<file path="src/rtl/sb_lsu.sv">
// Load/store unit: buffers stores in a small FIFO, drains them over a single-outstanding
// req/ack bus, and services loads (after all earlier stores) with lane extraction and extension.
//
// state   | meaning
// IDLE    | no transfer; decides between draining stores and starting a load
// DRAIN   | presenting the FIFO head as a bus write
// LD_WAIT | load pending; draining buffered stores first
// LD_REQ  | bus read in flight for the pending load
module sb_lsu #(
  parameter int DEPTH  = 4,
  parameter int ADDR_W = 32,
  parameter int DATA_W = 32
) (
  input  logic              clk,
  input  logic              rst,
  input  logic              mem_re,
  input  logic [ADDR_W-1:0] mem_raddr,
  input  logic              mem_we,
  input  logic [ADDR_W-1:0] mem_waddr,
  input  logic [DATA_W-1:0] mem_wdata,
  input  logic [3:0]        byte_sel,
  input  logic              un_sign,
  output logic              hold_o,
  output logic              load_valid_o,
  output logic [DATA_W-1:0] rd_wdata_o,
  output logic              misalign_o,
  output logic              bus_req_o,
  output logic              bus_we_o,
  output logic [ADDR_W-1:0] bus_addr_o,
  output logic [3:0]        bus_wstrb_o,
  output logic [DATA_W-1:0] bus_wdata_o,
  input  logic              bus_ack_i,
  input  logic [DATA_W-1:0] bus_rdata_i
);

  localparam int PW = (DEPTH > 1) ? $clog2(DEPTH) : 1;
  localparam int CW = PW + 1;

  typedef enum logic [1:0] {IDLE, DRAIN, LD_WAIT, LD_REQ} state_t;

  state_t state_q, state_d;

  logic [ADDR_W-3:0] fifo_addr_q [DEPTH];
  logic [3:0]        fifo_strb_q [DEPTH];
  logic [DATA_W-1:0] fifo_data_q [DEPTH];
  logic [PW-1:0]     wr_ptr_q, rd_ptr_q;
  logic [CW-1:0]     count_q;

  logic              load_valid_q, misalign_q;
  logic [DATA_W-1:0] rd_wdata_q;

  function automatic logic is_misaligned(input logic [3:0] sel, input logic [1:0] a);
    case (sel)
      4'b0001: return 1'b0;
      4'b0011: return a[0];
      4'b1111: return (a != 2'b00);
      default: return 1'b1;
    endcase
  endfunction

  logic mis_w, mis_r, store_ok, load_req;
  logic full, empty, wr_active, rd_active, push, pop;
  logic [3:0]        st_strb;
  logic [DATA_W-1:0] st_data, ld_sh, ld_ext;

  assign mis_w    = is_misaligned(byte_sel, mem_waddr[1:0]);
  assign mis_r    = is_misaligned(byte_sel, mem_raddr[1:0]);
  assign store_ok = mem_we & ~mis_w;
  // A simultaneous store wins; the read request is ignored that cycle.
  assign load_req = mem_re & ~mem_we & ~mis_r;

  assign full      = (count_q == CW'(DEPTH));
  assign empty     = (count_q == '0);
  assign wr_active = (state_q == DRAIN) || ((state_q == LD_WAIT) && !empty);
  assign rd_active = (state_q == LD_REQ);
  assign pop       = wr_active & bus_ack_i;
  assign push      = store_ok & (~full | pop);

  assign st_strb = byte_sel << mem_waddr[1:0];
  assign st_data = mem_wdata << {mem_waddr[1:0], 3'b000};

  assign ld_sh = bus_rdata_i >> {mem_raddr[1:0], 3'b000};
  always_comb begin
    ld_ext = ld_sh;
    case (byte_sel)
      4'b0001: ld_ext = {{(DATA_W-8){~un_sign & ld_sh[7]}}, ld_sh[7:0]};
      4'b0011: ld_ext = {{(DATA_W-16){~un_sign & ld_sh[15]}}, ld_sh[15:0]};
      default: ld_ext = ld_sh;
    endcase
  end

  always_ff @(posedge clk or negedge rst) begin
    if (!rst) begin
      state_q      <= IDLE;
      wr_ptr_q     <= '0;
      rd_ptr_q     <= '0;
      count_q      <= '0;
      load_valid_q <= 1'b0;
      misalign_q   <= 1'b0;
      rd_wdata_q   <= '0;
    end else begin
      state_q      <= state_d;
      if (push) wr_ptr_q <= wr_ptr_q + PW'(1);
      if (pop)  rd_ptr_q <= rd_ptr_q + PW'(1);
      case ({push, pop})
        2'b10:   count_q <= count_q + CW'(1);
        2'b01:   count_q <= count_q - CW'(1);
        default: count_q <= count_q;
      endcase
      load_valid_q <= rd_active & bus_ack_i;
      if (rd_active && bus_ack_i) rd_wdata_q <= ld_ext;
      misalign_q   <= (mem_we & mis_w) |
                      (~mem_we & mem_re & mis_r & (state_q == IDLE) & ~load_valid_q);
    end
  end

  // Payload storage needs no reset; the pointers and count define validity.
  always_ff @(posedge clk) begin
    if (push) begin
      fifo_addr_q[wr_ptr_q] <= mem_waddr[ADDR_W-1:2];
      fifo_strb_q[wr_ptr_q] <= st_strb;
      fifo_data_q[wr_ptr_q] <= st_data;
    end
  end

  always_comb begin
    state_d = state_q;
    case (state_q)
      IDLE: begin
        if (load_req && !load_valid_q) state_d = empty ? LD_REQ : LD_WAIT;
        else if (!empty)               state_d = DRAIN;
      end
      DRAIN:   if (bus_ack_i)        state_d = IDLE;
      LD_WAIT: if (empty && !push)   state_d = LD_REQ;
      LD_REQ:  if (bus_ack_i)        state_d = IDLE;
      default: state_d = IDLE;
    endcase
  end

  // The load stall starts combinationally on first sight of mem_re and ends after the read ack.
  assign hold_o = (store_ok & full & ~pop) |
                  (load_req & ~load_valid_q & (state_q == IDLE)) |
                  (state_q == LD_WAIT) | (state_q == LD_REQ);

  assign load_valid_o = load_valid_q;
  assign rd_wdata_o   = rd_wdata_q;
  assign misalign_o   = misalign_q;

  assign bus_req_o   = wr_active | rd_active;
  assign bus_we_o    = wr_active;
  assign bus_addr_o  = wr_active ? {fifo_addr_q[rd_ptr_q], 2'b00} :
                       rd_active ? {mem_raddr[ADDR_W-1:2], 2'b00} : '0;
  assign bus_wstrb_o = wr_active ? fifo_strb_q[rd_ptr_q] : 4'b0000;
  assign bus_wdata_o = wr_active ? fifo_data_q[rd_ptr_q] : '0;

endmodule

</file>
<file path="config.mk">
export PLATFORM = sky130hd
export DESIGN_NAME = sb_lsu
export DESIGN_NICKNAME = d
export VERILOG_FILES = /design/src/rtl/sb_lsu.sv
export SDC_FILE = /design/constraint.sdc
export NUM_CORES = 1
export LEC_CHECK = 0
export ABC_AREA = 1
export CORE_MARGIN = 2
export CORE_UTILIZATION = 57
export DETAILED_ROUTE_END_ITERATION = 10
export HOLD_SLACK_MARGIN = 0.15
export PLACE_DENSITY = 0.86
export SLEW_MARGIN = 20
export SYNTH_ARGS = -nofsm -noshare
export SYNTH_HDL_FRONTEND = slang
export SYNTH_SLANG_ARGS = --single-unit
</file>
<file path="constraint.sdc">
create_clock -name clk -period 8.7 [get_ports clk]
set_input_delay 1.74 -clock clk [delete_from_list [all_inputs] [get_ports clk]]
set_output_delay 1.74 -clock clk [all_outputs]
set_load 0.02 [all_outputs]
</file>
==> impl_metrics.yaml <==
grt:
  grt_max_degree: 96
  antenna_found_initial: 0
  grt_remaining_overflow: 0
  grt_pass1_vias: 9845
  grtUsageTotal_pct: 27.2
  grt_pass1_wl_mm: 52.1
clock_tree:
  holdBufCountCts: 0
  cts_resized: 0
  numClockSinks: 307
  h-tree-depth: 1
  clk_pin_slew_ns: 0.06
  clk-insertion-delay-late_ns: 0.56
  cts-root-buf: "clkbuf_16"
  cts_buffers: 30
  cts_max_path_buffers: 3
  cts_tree: "built"
  postCtsSetupRepairBufs: 0
timing:
  finalHoldViolCount: 0
  clock_skew_ns: 0.00964
  final.period_utilization_pct: 74.8
  worst_pin_slew_ns: 1.04
  fmax_mhz: 154
  finalSetupViolCount: 0
  rsz0062_at_grt: "false"
  layout_min_cycle_time_ns: 6.51
  slew_headroom_pct: 30.2
  final_max_slew_viol_count: 0
  tns_ns: 0
pwr:
  p_leak_nw: 6.39
  pwr-share-seq_pct: 33.2
  ir_drop_mv: 0.286
  p_per_area_nw_per_um2: 332
  power_switching_mw: 2.11
  internal_power_mw: 3.54
  pwr-share-clk_pct: 23.1
  pwr-share-comb_pct: 43.7
  p_sw_share_pct: 37.4
  finalPower_mw: 5.65
placement:
  portBuffers: 240
  dp_hpwl_mm: 21.1
  place.gp.congestion: 0.941
setup_path:
  setup.worst_path.class: "primary input to primary output"
  critPathRequiredTime_ns: 6.96
  worstPathArrival_ns: 4.77
  cpMostUsedCell: "nand2_1"
  end_kind: "primary output"
  critical_path.slowest_cell: "clkdlybuf4s50_1"
  slowest_delay_ns: 0.87
  cp-start-kind: "primary input"
  crit_path_cell_trace: "clkdlybuf4s50_1 > inv_1 > nand2_1 > nand2_1 > nand2_1 > nor2_2 > nand2_1 > o211ai_1 > clkdlybuf4s50_1"
  crit_fanout: 31
  rrSetupSlack_ns: 5.23
logic_synthesis:
  synth_compound_area_share_pct: 14.7
  synth_largest_area_cell: "edfxtp_1"
  ys_ff_latch: 307
  synth.yosys.seq_area_share_pct: 67.0
  synth_edf_count: 264
  synth-xor-area-share_pct: 0.261
  async_reset_ff_share_pct: 14.0
  synthAdderAreaFrac_pct: 0.521
  synth_ff_type: "edfxtp_1"
  synth.cells.most_frequent: "edfxtp_1, nand2_1, nor2_1"
  synthMostInstantiatedCell: "edfxtp_1"
  synth_top_area_share_pct: 59.0
  synthSimpleGateAreaFrac_pct: 13.1
  avgSynthCellArea_sq_um: 11.0
  synth_area_sq_um: 13400
  ys_warn_count: 0
  yosys.cell_types.count: 42
  yosys-top-cells-area: "edfxtp_1, dfrtp_1, nand2_1, nor2_1, a21oi_1"
  syn_inst: 1217
  synthMuxAreaShare_pct: 0
  synth_top_family_by_area: "compound AO/OA/AOI/OAI gates"
floorplanning:
  dieArea_sq_um: 24800
  die_x_um: 158
  io_pins: 243
  fp.coreArea_sq_um: 23300
  die_h_um: 158
  row_count: 56
  start_util_pct: 57.6
drt:
  drtPass1Iterations: 5
  finalWirelength_mm: 34.1
  vias: 10200
  first_iter_violations: 1129
  vias_per_cell: 5.78
  antenna_left: 0
  drc: 0
  routedWlPerCell_um: 19.3
layout:
  drive_gt1_share_pct: 6.51
  num_antenna_cells: 0
  area_growth_pct: 26.5
  nets: 1567
  final_util_pct: 72.9
hold_path:
  hp-class: "flip-flop to flip-flop"
status:
  status: "complete, no violations"
job:
  drv_cap: 0
## power by group through the flow
stage / combinational (mW) / sequential, mW / clock, mW
final: 2.47 / 1.88 / 1.31
after global routing: 2.66 / 1.89 / 1.37
after CTS: 2.47 / 1.87 / 1.31
after detailed placement: 2.44 / 1.90 / 0
after global placement: 2.40 / 1.90 / 0
after floorplan: 1.39 / 1.93 / 0
## registers in the layout, indices dropped and copies added, names as in the netlist, 2 cells and up
| name | flops |
|---|---|
| rd_ptr_q | 2 |
| count_q | 3 |
| fifo_strb_q | 16 |
| fifo_addr_q | 120 |
| wr_ptr_q | 2 |
| fifo_data_q | 128 |
| state_q | 2 |
| rd_wdata_o | 32 |
## per-stage QoR
step	hold WS [ns]	cell area [sq um]	setup WS, ns	std cells
2_1_floorplan	0.463	13400	3.01	1218
3_3_place_gp	0.468	16000	2.24	1710
3_5_place_dp	0.471	16000	2.24	1710
4_1_cts	0.491	17000	2.22	1763
5_1_grt	0.515	17000	1.92	1764
6_report	0.487	17000	2.19	1764
## cells in the final DEF (no fill, tap or decap), types with 5 or more instances in the layout
| cell | n |
|---|---|
| edfxtp_1 | 264 |
| clkdlybuf4s50_1 | 239 |
| nand2_1 | 195 |
| nor2_1 | 190 |
| a21oi_1 | 106 |
| o21ai_0 | 100 |
| inv_1 | 51 |
| dfrtp_1 | 41 |
| clkbuf_16 | 31 |
| a221oi_1 | 30 |
| a21o_1 | 30 |
| nand3_1 | 20 |
| o22ai_1 | 15 |
| o211ai_1 | 14 |
| buf_4 | 12 |
| a22oi_1 | 9 |
| or2_2 | 8 |
| a21boi_1 | 8 |
| a2bb2oi_1 | 8 |
| nor2_2 | 6 |
| clkinv_1 | 6 |
| inv_2 | 5 |
| nor2_4 | 5 |
## cells by family (layout without fill, tap and decap cells)
kind of cell | Yosys count | count (layout)
fa+ha+maj | 5 | 5
compound gates | 328 | 328
flops | 307 | 307
other cells | 1 | 2
simple gates | 436 | 436
xor+xnor | 4 | 4
buf+inv | 136 | 363
## per-layer routing
layer  global-route usage, %  share of wire (%)  up-vias
li1                        -                  -     4709
met1                    35.6                 38     4915
met2                    47.1                 51      497
met3                    3.96                7.8       69
met4                    8.70                2.8        0
met5                       0                  0        -
## area by class of cell
class,count,area [sq um]
clock buffers,35,791
clock inverters,18,199
fillers,1536,6330
inverters,58,223
multi-input cells,775,3870
flip-flops and latches,307,9010
well taps,319,399
repair buffers,252,2510
## worst max-delay path: cells and delay by family
kind                   cells  cell delay (ns)
AOI/OAI and AO/OA          1             0.10
buffers and inverters      3             2.39
and+or+nand+nor            5             0.54
## path summary, 6_finish.rpt
check / endpoint / cells after the start / start
setup / recovery: hold_o / 9 / mem_raddr[0]
hold / removal: rd_wdata_o[4] / 2 / rd_wdata_o[4]
setup reg to reg: fifo_data_q[3][12] / 8 / state_q[0]
hold reg to reg: rd_wdata_o[4] / 2 / rd_wdata_o[4]
max in group asynchronous: rd_ptr_q[0] / 1 / rst
min in group asynchronous: rd_wdata_o[17] / 1 / rst
Note: power is estimated with default switching activity, not from simulation.
